==> config.mk <==
export PLATFORM = sky130hd
export DESIGN_NAME = regfile_write_arbiter_flat
export DESIGN_NICKNAME = d
export VERILOG_FILES = /design/src/rtl/regfile_write_arbiter_if.sv /design/src/rtl/regfile_write_arbiter.sv /design/src/flat_wrapper.sv
export SDC_FILE = /design/constraint.sdc
export NUM_CORES = 1
export LEC_CHECK = 0
export ABC_AREA = 0
export ABC_CLOCK_PERIOD_IN_PS = 1800
export CAP_MARGIN = 25
export CORE_UTILIZATION = 33
export CTS_CLUSTER_DIAMETER = 30
export CTS_CLUSTER_SIZE = 40
export DETAILED_ROUTE_END_ITERATION = 10
export GPL_TIMING_DRIVEN = 0
export PLACE_DENSITY = 0.77
export SKIP_LAST_GASP = 1
export SYNTH_ARGS = -nofsm -noshare
export SYNTH_HDL_FRONTEND = slang
export SYNTH_SLANG_ARGS = --single-unit
export TNS_END_PERCENT = 30
==> constraint.sdc <==
create_clock -name Clock -period 1.8 [get_ports Clock]
set_input_delay 0.36 -clock Clock [delete_from_list [all_inputs] [get_ports Clock]]
set_output_delay 0.36 -clock Clock [all_outputs]
set_load 0.02 [all_outputs]
==> src/rtl/regfile_write_arbiter_if.sv <==
// regfile_write_arbiter_if
//   Groups the writeback handshakes, the reservation handshake and the
//   register-file write triple used by regfile_write_arbiter.
//
//   Requesters / issue stage (master drives):
//     AluValid, AluRD, AluData   ALU writeback request
//     MemValid, MemRD, MemData   load writeback request
//     ResValid, ResRD            destination reservation
//   Arbiter (slave drives):
//     AluReady, MemReady         request accepted this cycle
//     ResReady                   reservation accepted (register not busy)
//     BusyMask                   registers with a write outstanding
//     RegWrite, RD, WriteData    registered register-file write port
//     ErrUnreserved              sticky: accepted write to a non-busy register
interface regfile_write_arbiter_if #(
  parameter int DATA_W = 16,
  parameter int ADDR_W = 2
);
  localparam int NUM_REGS = 2 ** ADDR_W;

  logic                AluValid;
  logic [ADDR_W-1:0]   AluRD;
  logic [DATA_W-1:0]   AluData;
  logic                AluReady;

  logic                MemValid;
  logic [ADDR_W-1:0]   MemRD;
  logic [DATA_W-1:0]   MemData;
  logic                MemReady;

  logic                ResValid;
  logic [ADDR_W-1:0]   ResRD;
  logic                ResReady;

  logic [NUM_REGS-1:0] BusyMask;
  logic                RegWrite;
  logic [ADDR_W-1:0]   RD;
  logic [DATA_W-1:0]   WriteData;
  logic                ErrUnreserved;

  modport master (
    output AluValid, AluRD, AluData,
    output MemValid, MemRD, MemData,
    output ResValid, ResRD,
    input  AluReady, MemReady, ResReady,
    input  BusyMask, RegWrite, RD, WriteData, ErrUnreserved
  );

  modport slave (
    input  AluValid, AluRD, AluData,
    input  MemValid, MemRD, MemData,
    input  ResValid, ResRD,
    output AluReady, MemReady, ResReady,
    output BusyMask, RegWrite, RD, WriteData, ErrUnreserved
  );
endinterface

==> src/rtl/regfile_write_arbiter.sv <==
// regfile_write_arbiter
//   Shares the single register-file write port between ALU writebacks and
//   memory-load writebacks. At most one write is accepted per cycle, with
//   round-robin arbitration on conflict. A busy-register scoreboard lets the
//   issue stage stall on RAW/WAW hazards.
//
//   Ports:
//     Clock     rising-edge system clock
//     Reset_n   asynchronous active-low reset
//     bus       regfile_write_arbiter_if.slave (handshakes, scoreboard,
//               register-file write triple, error flag)
module regfile_write_arbiter #(
  parameter int DATA_W = 16,
  parameter int ADDR_W = 2
) (
  input logic                    Clock,
  input logic                    Reset_n,
  regfile_write_arbiter_if.slave bus
);
  localparam int NUM_REGS = 2 ** ADDR_W;

  // Round-robin pointer: which source was granted most recently.
  typedef enum logic {
    PTR_ALU = 1'b0,
    PTR_MEM = 1'b1
  } ptr_e;

  ptr_e                last_q, last_d;
  logic                regwrite_q, regwrite_d;
  logic [ADDR_W-1:0]   rd_q, rd_d;
  logic [DATA_W-1:0]   wdata_q, wdata_d;
  logic [NUM_REGS-1:0] busy_q, busy_d;
  logic                err_q, err_d;

  logic                grant_alu;
  logic                grant_mem;
  logic                grant_any;
  logic                res_ready;
  logic                res_fire;
  logic [ADDR_W-1:0]   win_rd;
  logic [DATA_W-1:0]   win_data;

  // Arbitration. Readies are forced low while reset is asserted so no
  // handshake can be observed during reset.
  always_comb begin
    grant_alu = 1'b0;
    grant_mem = 1'b0;
    if (Reset_n) begin
      if (bus.AluValid && bus.MemValid) begin
        grant_alu = (last_q == PTR_MEM);
        grant_mem = (last_q == PTR_ALU);
      end else begin
        grant_alu = bus.AluValid;
        grant_mem = bus.MemValid;
      end
    end
  end

  assign grant_any = grant_alu | grant_mem;
  assign win_rd    = grant_mem ? bus.MemRD   : bus.AluRD;
  assign win_data  = grant_mem ? bus.MemData : bus.AluData;

  // Reservation readiness depends only on the scoreboard, not on ResValid.
  assign res_ready = Reset_n & ~busy_q[bus.ResRD];
  assign res_fire  = bus.ResValid & res_ready;

  // Next-state logic.
  always_comb begin
    last_d     = last_q;
    regwrite_d = 1'b0;
    rd_d       = rd_q;
    wdata_d    = wdata_q;
    busy_d     = busy_q;
    err_d      = err_q;

    if (grant_alu) begin
      last_d = PTR_ALU;
    end else if (grant_mem) begin
      last_d = PTR_MEM;
    end

    if (grant_any) begin
      regwrite_d = 1'b1;
      rd_d       = win_rd;
      wdata_d    = win_data;
      if (!busy_q[win_rd]) begin
        err_d = 1'b1;
      end
    end

    // The bit clears at the edge where the register file captures the
    // write; a reservation at that same edge is applied afterwards so it wins.
    if (regwrite_q) begin
      busy_d[rd_q] = 1'b0;
    end
    if (res_fire) begin
      busy_d[bus.ResRD] = 1'b1;
    end
  end

  always_ff @(posedge Clock or negedge Reset_n) begin
    if (!Reset_n) begin
      last_q     <= PTR_MEM;
      regwrite_q <= 1'b0;
      rd_q       <= '0;
      wdata_q    <= '0;
      busy_q     <= '0;
      err_q      <= 1'b0;
    end else begin
      last_q     <= last_d;
      regwrite_q <= regwrite_d;
      rd_q       <= rd_d;
      wdata_q    <= wdata_d;
      busy_q     <= busy_d;
      err_q      <= err_d;
    end
  end

  assign bus.AluReady      = grant_alu;
  assign bus.MemReady      = grant_mem;
  assign bus.ResReady      = res_ready;
  assign bus.BusyMask      = busy_q;
  assign bus.RegWrite      = regwrite_q;
  assign bus.RD            = rd_q;
  assign bus.WriteData     = wdata_q;
  assign bus.ErrUnreserved = err_q;

endmodule

==> src/flat_wrapper.sv <==
// flat-port wrapper written by rule: the top's interface ports become plain ports
module regfile_write_arbiter_flat 
#(
  parameter int DATA_W = 16,
  parameter int ADDR_W = 2
)
  (Clock, Reset_n, bus_AluValid, bus_AluRD, bus_AluData, bus_MemValid, bus_MemRD, bus_MemData, bus_ResValid, bus_ResRD, bus_AluReady, bus_MemReady, bus_ResReady, bus_BusyMask, bus_RegWrite, bus_RD, bus_WriteData, bus_ErrUnreserved);
  regfile_write_arbiter_if #(.DATA_W(DATA_W), .ADDR_W(ADDR_W)) bus_i ();
  input logic Clock;
  input logic Reset_n;
  input wire logic [$bits(bus_i.AluValid)-1:0] bus_AluValid;
  input wire logic [$bits(bus_i.AluRD)-1:0] bus_AluRD;
  input wire logic [$bits(bus_i.AluData)-1:0] bus_AluData;
  input wire logic [$bits(bus_i.MemValid)-1:0] bus_MemValid;
  input wire logic [$bits(bus_i.MemRD)-1:0] bus_MemRD;
  input wire logic [$bits(bus_i.MemData)-1:0] bus_MemData;
  input wire logic [$bits(bus_i.ResValid)-1:0] bus_ResValid;
  input wire logic [$bits(bus_i.ResRD)-1:0] bus_ResRD;
  output wire logic [$bits(bus_i.AluReady)-1:0] bus_AluReady;
  output wire logic [$bits(bus_i.MemReady)-1:0] bus_MemReady;
  output wire logic [$bits(bus_i.ResReady)-1:0] bus_ResReady;
  output wire logic [$bits(bus_i.BusyMask)-1:0] bus_BusyMask;
  output wire logic [$bits(bus_i.RegWrite)-1:0] bus_RegWrite;
  output wire logic [$bits(bus_i.RD)-1:0] bus_RD;
  output wire logic [$bits(bus_i.WriteData)-1:0] bus_WriteData;
  output wire logic [$bits(bus_i.ErrUnreserved)-1:0] bus_ErrUnreserved;
  assign bus_i.AluValid = bus_AluValid;
  assign bus_i.AluRD = bus_AluRD;
  assign bus_i.AluData = bus_AluData;
  assign bus_i.MemValid = bus_MemValid;
  assign bus_i.MemRD = bus_MemRD;
  assign bus_i.MemData = bus_MemData;
  assign bus_i.ResValid = bus_ResValid;
  assign bus_i.ResRD = bus_ResRD;
  assign bus_AluReady = bus_i.AluReady;
  assign bus_MemReady = bus_i.MemReady;
  assign bus_ResReady = bus_i.ResReady;
  assign bus_BusyMask = bus_i.BusyMask;
  assign bus_RegWrite = bus_i.RegWrite;
  assign bus_RD = bus_i.RD;
  assign bus_WriteData = bus_i.WriteData;
  assign bus_ErrUnreserved = bus_i.ErrUnreserved;
  regfile_write_arbiter #(.DATA_W(DATA_W), .ADDR_W(ADDR_W)) u_core (.Clock(Clock), .Reset_n(Reset_n), .bus(bus_i));
endmodule
==> results of run 1 <==
[through the flow]
step / setup TNS, ps / util / std cells / area (µm²)
after detailed placement: -15410 / 0.555 / 242 / 2050
after floorplan: 0 / - / 124 / 1270
final: -15.1 / 0.594 / 258 / 2190
after global routing: -95.9 / 0.594 / 258 / 2190
after global placement: -29500 / 0.548 / 241 / 2020
after CTS: -55.6 / 0.583 / 253 / 2150
[routing by layer]
metal	vias up	GRT usage
met4	0	0.0426
met1	588	0.216
met2	49	0.282
met3	2	0.0339
met5	-	0
li1	608	-
[cell usage in the layout (no fill, tap or decap), drive strengths merged, types with 2 or more instances in the layout]
cell type / instances
mux2i: 18
nor2: 2
buf: 21
o21ai: 22
clkbuf: 4
inv: 3
dfrtp: 24
and2: 2
clkdlybuf4s50: 63
nand2: 25
nand3: 2
a32o: 2
nor2b: 4
[sequential cells by signal, indices dropped and copies added, names as in the netlist]
name and cells:
u_core.bus.WriteData 16, u_core.bus.BusyMask 4, u_core.bus.RD 2, u_core.bus.ErrUnreserved 1, u_core.bus.RegWrite 1, u_core.last_q 1
[critical path, cell delays in order, from the launching register on]
cell and delay [ps]:
dfrtp_1 420, mux4_2 490, nor2b_4 150, buf_6 130
[worst paths after layout]
kind | startpoint | end | depth (start not counted)
setup / recovery | u_core.bus.BusyMask[1] | bus_ResReady | 3
max in group asynchronous | Reset_n | u_core.bus.WriteData[11] | 2
hold reg to reg | u_core.bus.WriteData[0] | u_core.bus.WriteData[0] | 2
min in group Clock | Reset_n | u_core.last_q | 2
setup reg to reg | u_core.bus.BusyMask[1] | u_core.bus.BusyMask[2] | 7
hold / removal | Reset_n | u_core.bus.WriteData[5] | 2
[report_power, final]
group          switching, mW  internal, mW
sequential            0.0635         0.657
combinational          0.360         0.446
clock                  0.182         0.155
[cell type report]
class                           instances  area (µm²)  share of cell area
Sequential cell                        25         627               0.286
Buffer                                  5        46.3              0.0211
Tap cell                               48        60.1              0.0274
Multi-Input combinational cell         90         594               0.271
Timing Repair Buffer                   83         807               0.368
Clock buffer                            3        41.3              0.0188
Inverter                                3        11.3             0.00514
Clock inverter                          1        5.00             0.00228
[cells by family (layout without fill, tap and decap cells)]
kind of cell | count (synthesis) | after routing | synth area share
mux | 20 | 20 | 0.168
compound gates | 30 | 30 | 0.139
buf+inv | 9 | 95 | 0.0443
simple gates | 40 | 40 | 0.155
flops | 25 | 25 | 0.494
[what timing repair did]
action | CTS | global route
resized for setup | 26 | 5
hold buffers | 0 | 1
setup buffers | 8 | 4
setup endpoints to repair | 22 | 3
endpoints found under the hold margin | 0 | 8
==> results.sh, run 1 <==
export IMPL_number_of_antenna_repair_diodes=0
export IMPL_vertical_extent_of_the_die_um=64.0
export IMPL_totalWireLength_um=3330
export IMPL_worst_hold_slack_ps=113
export IMPL_clock_tree_root_cell="clkbuf_8"
export IMPL_chipWidth_um=64.0
export IMPL_clockBufferDepth=2
export IMPL_mappedNetlistNets=167
export IMPL_antenna_found_initial=0
export IMPL_synthCells=124
export IMPL_tightestPinTransition_ps=398
export IMPL_irDropWorstVdd_v=0.000381
export IMPL_drc_errors=0
export IMPL_num_nets_final=254
export IMPL_syn_cell_area_um2=1270
export IMPL_maxClockFrequency_ghz=0.553
export IMPL_wire_length_of_the_first_global_routing_pass_um=5370
export IMPL_drt_first_iter_violations=34
export IMPL_timing_critical_path_arrival_ps=1450
export IMPL_critical_path_class="flip-flop to output port"
export IMPL_setup_reg_to_reg_worst_slack_ps=140
export IMPL_drt_antenna_violating_nets=0
export IMPL_post_cts_clock_slew_at_the_launch_and_capture_registers_of_the_worst_setup_and_hold_paths_ps=90
export IMPL_violations_in_the_final_reports="setup timing"
export IMPL_die_area_um2=4100
export IMPL_grt_ovfl_total=0
export IMPL_dr_total_vias=1247
export IMPL_final_layout_size_suffix_gt1_frac=0.171
export IMPL_first_global_vias=1159
export IMPL_netlist_top_cells_area="dfrtp_1 47%, mux2i_1 14%, o21ai_0 7.9%"
export IMPL_final_hold_violation_count=0
export IMPL_hpwl_um=2450
export IMPL_gp_congestion=0.818
export IMPL_yosys_warnings=0
export IMPL_finalCriticalPeriod_ps=1810
export IMPL_fin_skew_ps=5.14
export IMPL_initial_util=0.344
export IMPL_pin_count=70
export IMPL_yosysTopAreaCellShare=0.473
export IMPL_route_detailed_wl_per_inst_um=12.9
export IMPL_hp_class="input pin to async pin"
export IMPL_outcome="finished with violations"
export IMPL_h_tree_depth=1
export IMPL_flow_area_growth_from_synthesis_pct=72.6
export IMPL_synth_largest_area_cell="dfrtp_1"
export IMPL_cap_violations=0
export IMPL_synth_area_per_cell_um2=10.2
export IMPL_unique_masters_post_synth=32
export IMPL_static_leakage_power_nw=1.03
export IMPL_start_kind="flip-flop"
export IMPL_cp_required_ps=1440
export IMPL_synth_seq_area_share=0.494
export IMPL_slew_viol_final=0
export IMPL_cts_sinks=25
export IMPL_cts_made_buffers=3
export IMPL_final_setup_worst_slack_ps=-9.85
export IMPL_rsz0062_at_grt="yes"
export IMPL_routed_via_density=4.83
export IMPL_synth_edff_count=0
export IMPL_dr_pass1_iters=4
export IMPL_preCtsSetupSlack_ps=-1350
export IMPL_synth_most_common_cell="nand2_1"
export IMPL_endpoint_kind="output port"
export IMPL_synth_cell_count_leaders="25 x nand2_1, 24 x dfrtp_1, 20 x o21ai_0"
export IMPL_grt_max_degree=20
export IMPL_power_mw=1.86
export IMPL_grt_usage=0.167
export IMPL_clock_latency_ps=270
export IMPL_powerDensity_nw_per_um2=850
export IMPL_filler_cell_count=342
export IMPL_ffs_w_async_s_r_synth=1.00
export IMPL_final_min_period_over_clock_period=1.01
export IMPL_final_setup_viol_count=2
export IMPL_cts_tree="built"
export IMPL_place_port_buffers=69
export IMPL_m1WireLength_um=1520
export IMPL_num_rows=22
export IMPL_slew_headroom=0.735
export IMPL_count_of_state_elements_after_synthesis=25
export IMPL_top_layer_used="met4"
export IMPL_placeable_core_region_um2=3690
export IMPL_postSynth_topFlopCell="dfrtp_1"
export IMPL_dr_wl_met3_um=225
export IMPL_path_max_fanout=3
export IMPL_met2_length_um=1560
(Power assumes the default switching activity.)
==> run 2, diff against run 1 <==
Settings changed: CORE_MARGIN from default to 2, CTS_CLUSTER_SIZE 40 to 30, TNS_END_PERCENT 30 to 50.
==> run 2 against run 1 <==
The run ends with hold timing left. Clock power decreased by 2%. Setup slack improved by 16 ps. Total power decreased by 1.4%. Largest cell class unchanged. Highest routed layer unchanged.
==> results.sh, run 2 (synthesis results as in run 1) <==
export IMPL_outcome="finished with violations"
export IMPL_violations_in_the_final_reports="hold timing"
export IMPL_final_core_util=0.586
export IMPL_tightestPinTransition_ps=365
export IMPL_cts_made_buffers=3
export IMPL_rsz0062_at_grt="yes"
export IMPL_initial_util=0.344
export IMPL_cp_required_ps=1440
export IMPL_filler_cell_count=346
export IMPL_mostFrequentLayoutCell="clkdlybuf4s50_1"
export IMPL_grt_usage=0.153
export IMPL_num_nets_final=252
export IMPL_layout_area_seq_um2=627
export IMPL_dr_total_vias=1223
export IMPL_gp_congestion=0.813
export IMPL_slew_viol_final=0
export IMPL_flow_area_growth_from_synthesis_pct=70.2
export IMPL_worst_hold_slack_ps=-15.2
export IMPL_final_min_period_over_clock_period=0.997
export IMPL_hp_class="input pin to async pin"
export IMPL_critical_path_class="input pin to output port"
export IMPL_placeable_core_region_um2=3690
export IMPL_cap_violations=0
export IMPL_final_layout_size_suffix_gt1_frac=0.163
export IMPL_place_port_buffers=69
export IMPL_timing_critical_path_arrival_ps=1430
export IMPL_drt_antenna_violating_nets=0
export IMPL_grt_max_degree=20
export IMPL_vertical_extent_of_the_die_um=66.0
export IMPL_path_max_fanout=4
export IMPL_drc_errors=0
export IMPL_clock_tree_root_cell="clkbuf_8"
export IMPL_pin_count=70
export IMPL_grt_ovfl_total=0
export IMPL_setup_tns_final_ps=0
export IMPL_wire_length_of_the_first_global_routing_pass_um=5170
export IMPL_chipWidth_um=66.0
export IMPL_clock_latency_ps=260
export IMPL_route_detailed_wl_per_inst_um=12.7
export IMPL_final_hold_violation_count=10
export IMPL_static_leakage_power_nw=1.01
export IMPL_number_of_antenna_repair_diodes=0
export IMPL_totalWireLength_um=3260
export IMPL_dr_pass1_iters=4
export IMPL_post_cts_clock_slew_at_the_launch_and_capture_registers_of_the_worst_setup_and_hold_paths_ps=90
export IMPL_finalCriticalPeriod_ps=1790
export IMPL_start_kind="input pin"
export IMPL_die_area_um2=4360
export IMPL_irDropWorstVdd_v=0.000407
export IMPL_final_setup_viol_count=0
export IMPL_maxClockFrequency_ghz=0.557
export IMPL_powerDensity_nw_per_um2=850
export IMPL_power_mw=1.84
export IMPL_slew_headroom=0.757
export IMPL_largest_register_ff_count=16
export IMPL_antenna_found_initial=0
export IMPL_hpwl_um=2500
export IMPL_multi_input_comb_area_um2=597
export IMPL_num_rows=22
export IMPL_h_tree_depth=1
export IMPL_cts_sinks=25
export IMPL_fin_skew_ps=8.55
export IMPL_mostFrequentLayoutCells="63 x clkdlybuf4s50_1, 24 x nand2_1, 24 x dfrtp_1, 19 x o21ai_0, 18 x mux2i_1"
export IMPL_clockBufferDepth=2
export IMPL_first_global_vias=1101
export IMPL_routed_via_density=4.78
export IMPL_cts_tree="built"
export IMPL_drt_first_iter_violations=51
export IMPL_post_cts_hold_buffers=0
export IMPL_endpoint_kind="output port"
run 2: changes by cell type in the layout (fill, tap and decap cells not counted):
cell,change
buf_8,+1
clkinv_2,-1
nor2_1,-1
clkdlybuf4s15_1,+1
buf_4,-1
nor2_2,+1
dlygate4sd3_1,-1
clkbuf_1,+1
clkdlybuf4s15_2,-1
buf_16,-1
run 2: timing repair:
action,CTS,global route
setup endpoints to repair,22,3
resized for setup,25,6
setup buffers,6,5
pin swaps,0,1
gates cloned,0,0
run 2: path summary, 6_finish.rpt:
kind                                               start                        to  slack (ps)  cells past startpoint
worst max-delay path                        bus_ResRD[0]              bus_ResReady           6                      4
worst min-delay path                             Reset_n  u_core.bus.ErrUnreserved         -20                      1
worst max register to register    u_core.bus.BusyMask[2]    u_core.bus.BusyMask[2]         240                      6
worst min register to register  u_core.bus.WriteData[10]  u_core.bus.WriteData[10]         480                      2
max in group asynchronous                        Reset_n   u_core.bus.WriteData[3]        1390                      2
min in group Clock              u_core.bus.WriteData[10]  u_core.bus.WriteData[10]         480                      2
run 2: power by group:
group          internal, mW  switching [mW]
Sequential            0.657          0.0644
Clock                 0.158           0.172
Combinational         0.435           0.351
Total                  1.25           0.588
run 2: worst max-delay path, cell delays in order:
cell,delay (ps)
clkdlybuf4s15_1,260
mux4_2,550
nor2b_4,140
buf_6,120
run 2: routing by layer:
metal / GRT usage / vias to the layer above / part of all wire
met5: 0 / - / 0
li1: - / 609 / -
met3: 0.0392 / 2 / 0.087
met2: 0.260 / 49 / 0.48
met4: 0.0230 / 0 / 0.0025
met1: 0.200 / 563 / 0.43
run 2: layout make-up:
cell class	instances	share of cell area
multi-input cells	90	0.276
plain buffers	5	0.0214
repair buffers	81	0.359
clock buffers	4	0.0208
inverters	3	0.00521
flip-flops and latches	25	0.290
well taps	48	0.0278
run 2: stage by stage:
stage | cell area, µm² | cells | worst slack (ps) | hold slack (ps)
2_1_floorplan | 1270 | 124 | 238 | 64.4
3_3_place_gp | 2020 | 241 | -1890 | 460
3_5_place_dp | 2040 | 242 | -1360 | 469
4_1_cts | 2120 | 251 | -70.9 | 93.6
5_1_grt | 2160 | 256 | -32.8 | 1.87
6_report | 2160 | 256 | 5.66 | -15.2
==> run 3, diff against run 2 <==
Settings changed: CORE_MARGIN 2 to 1.5.
==> run 3 against run 2 <==
The flow finishes with violations (setup timing). Clock skew fell by 6.3 ps. Clock-buffer cell count did not move. Via count fell by 0.65%. Critical path depth fell by 1. First-iteration DRC count fell by 33%. Design area rose by 0.29%. Setup slack got worse by 27 ps. Combinational power rose by 0.6%. Die area fell by 3.0%. Total power barely moved. Critical path type is now flip-flop to output port. Critical endpoint unchanged. Largest cell class unchanged. Highest routed layer unchanged.
==> results.sh, run 3 (synthesis results as in run 1) <==
export IMPL_flow_area_growth_from_synthesis_pct=70.7
export IMPL_totalWireLength_um=3400
export IMPL_final_core_util=0.588
export IMPL_initial_util=0.344
export IMPL_final_min_period_over_clock_period=1.01
export IMPL_crit_path_cell_trace="mux4_2 -> nor2b_4 -> buf_6"
export IMPL_final_setup_viol_count=1
export IMPL_post_cts_hold_buffers=0
export IMPL_drc_errors=0
export IMPL_pin_count=70
export IMPL_critical_path_class="flip-flop to output port"
export IMPL_slew_viol_final=0
export IMPL_mostFrequentLayoutCells="62 x clkdlybuf4s50_1, 25 x nand2_1, 24 x dfrtp_1, 19 x o21ai_0, 18 x mux2i_1"
export IMPL_number_of_antenna_repair_diodes=0
export IMPL_final_layout_size_suffix_gt1_frac=0.163
export IMPL_placeable_core_region_um2=3690
export IMPL_die_area_um2=4230
export IMPL_filler_cell_count=329
export IMPL_static_leakage_power_nw=1.02
export IMPL_num_rows=22
export IMPL_h_tree_depth=1
export IMPL_irDropWorstVdd_v=0.000420
export IMPL_top_usage_layer="met2"
export IMPL_cp_required_ps=1440
export IMPL_outcome="finished with violations"
export IMPL_clock_tree_root_cell="clkbuf_8"
export IMPL_final_setup_worst_slack_ps=-21.0
export IMPL_dr_total_vias=1215
export IMPL_worst_hold_slack_ps=1.83
export IMPL_setup_tns_final_ps=-21.0
export IMPL_hpwl_um=2500
export IMPL_wire_length_of_the_first_global_routing_pass_um=5530
export IMPL_maxClockFrequency_ghz=0.549
export IMPL_mostFrequentLayoutCell="clkdlybuf4s50_1"
export IMPL_start_kind="flip-flop"
export IMPL_endpoint_kind="output port"
export IMPL_dr_pass1_iters=4
export IMPL_grt_util_met3=0.0451
export IMPL_antenna_found_initial=0
export IMPL_grt_ovfl_total=0
export IMPL_tightestPinTransition_ps=391
export IMPL_grt_met1_use=0.214
export IMPL_max_stage_delay_ps=500
export IMPL_cts_sinks=25
export IMPL_hp_class="input pin to async pin"
export IMPL_largest_register_ff_count=16
export IMPL_fin_skew_ps=2.21
export IMPL_numPlacedInstances=242
export IMPL_instances_no_fill=257
export IMPL_grt_max_degree=20
export IMPL_post_cts_clock_slew_at_the_launch_and_capture_registers_of_the_worst_setup_and_hold_paths_ps=90
export IMPL_drt_first_iter_violations=34
export IMPL_cts_made_buffers=3
export IMPL_vertical_extent_of_the_die_um=65.0
export IMPL_finalCriticalPeriod_ps=1820
export IMPL_clockBufferDepth=2
export IMPL_route_detailed_wl_per_inst_um=13.2
export IMPL_num_nets_final=253
export IMPL_place_port_buffers=69
export IMPL_timing_critical_path_arrival_ps=1460
export IMPL_grt_usage=0.168
export IMPL_first_global_vias=1197
export IMPL_cp_slowest_cell="mux4_2"
export IMPL_gp_congestion=0.819
export IMPL_rsz0062_at_grt="yes"
export IMPL_grt_util_met2=0.277
export IMPL_clock_latency_ps=260
export IMPL_cap_violations=0
export IMPL_power_mw=1.84
export IMPL_multi_input_comb_area_um2=593
export IMPL_final_hold_violation_count=0
export IMPL_path_max_fanout=2
export IMPL_powerDensity_nw_per_um2=848
export IMPL_drt_antenna_violating_nets=0
export IMPL_violations_in_the_final_reports="setup timing"
export IMPL_routed_via_density=4.73
export IMPL_chipWidth_um=65.0
export IMPL_cts_tree="built"
export IMPL_slew_headroom=0.739
export IMPL_layout_area_seq_um2=627
run 3: cell types whose count changed in the layout (fill, tap and decap cells not counted):
cell and change:
nand2_2 -1, buf_4 +1, clkdlybuf4s50_1 -1, dlymetal6s2s_1 +1
nand2_1 +1, and2_4 -1, and2_2 +1
run 3: final cells by class:
cell class,count,share of cell area
flip-flops and latches,25,0.289
plain buffers,5,0.0214
well taps,48,0.0277
inverters,3,0.00519
repair buffers,82,0.362
clock buffers,4,0.0208
multi-input cells,90,0.274
run 3: path summary, 6_finish.rpt:
kind	start	end	slack, ps	depth (start not counted)
worst min-delay path	Reset_n	u_core.bus.ErrUnreserved	2	1
min in group Clock	bus_MemValid	u_core.bus.RegWrite	470	3
worst max-delay path	u_core.bus.BusyMask[0]	bus_ResReady	-20	3
worst min register to register	u_core.bus.WriteData[11]	u_core.bus.WriteData[11]	480	2
max in group asynchronous	Reset_n	u_core.bus.RD[1]	1380	2
worst max register to register	u_core.bus.BusyMask[0]	u_core.bus.BusyMask[2]	240	6
run 3: repair_timing:
action,CTS,global route
buffers inserted,7,5
pin swaps,0,1
resized for setup,27,3
setup endpoints to repair,24,4
run 3: power by group:
part           internal (mW)  total, mW  leakage [nW]  switching, mW
logic                  0.436      0.791         0.699          0.356
clock network          0.158      0.329        0.0228          0.171
registers              0.657      0.719         0.302         0.0622
total                   1.25       1.84          1.02          0.589
run 3: per-layer routing:
| metal | up-vias | wire [µm] |
|---|---|---|
| met4 | 0 | 35 |
| met2 | 46 | 1630 |
| met1 | 558 | 1470 |
| met3 | 4 | 271 |
| met5 | - | 0 |
| li1 | 607 | - |
run 3: worst max-delay path, delay by kind of cell (launching register included):
kind	cells	cell delay, ps
multiplexers	1	500
AND/OR/NAND/NOR	1	150
flip-flops	1	410
buffers and inverters	1	130
run 3: through the flow:
step           setup slack [ps]  instance area (µm²)
3_3_place_gp              -1910                 2020
5_1_grt                   -63.9                 2170
6_report                  -21.0                 2170
4_1_cts                   -54.3                 2120
3_5_place_dp              -1430                 2040
2_1_floorplan               238                 1270
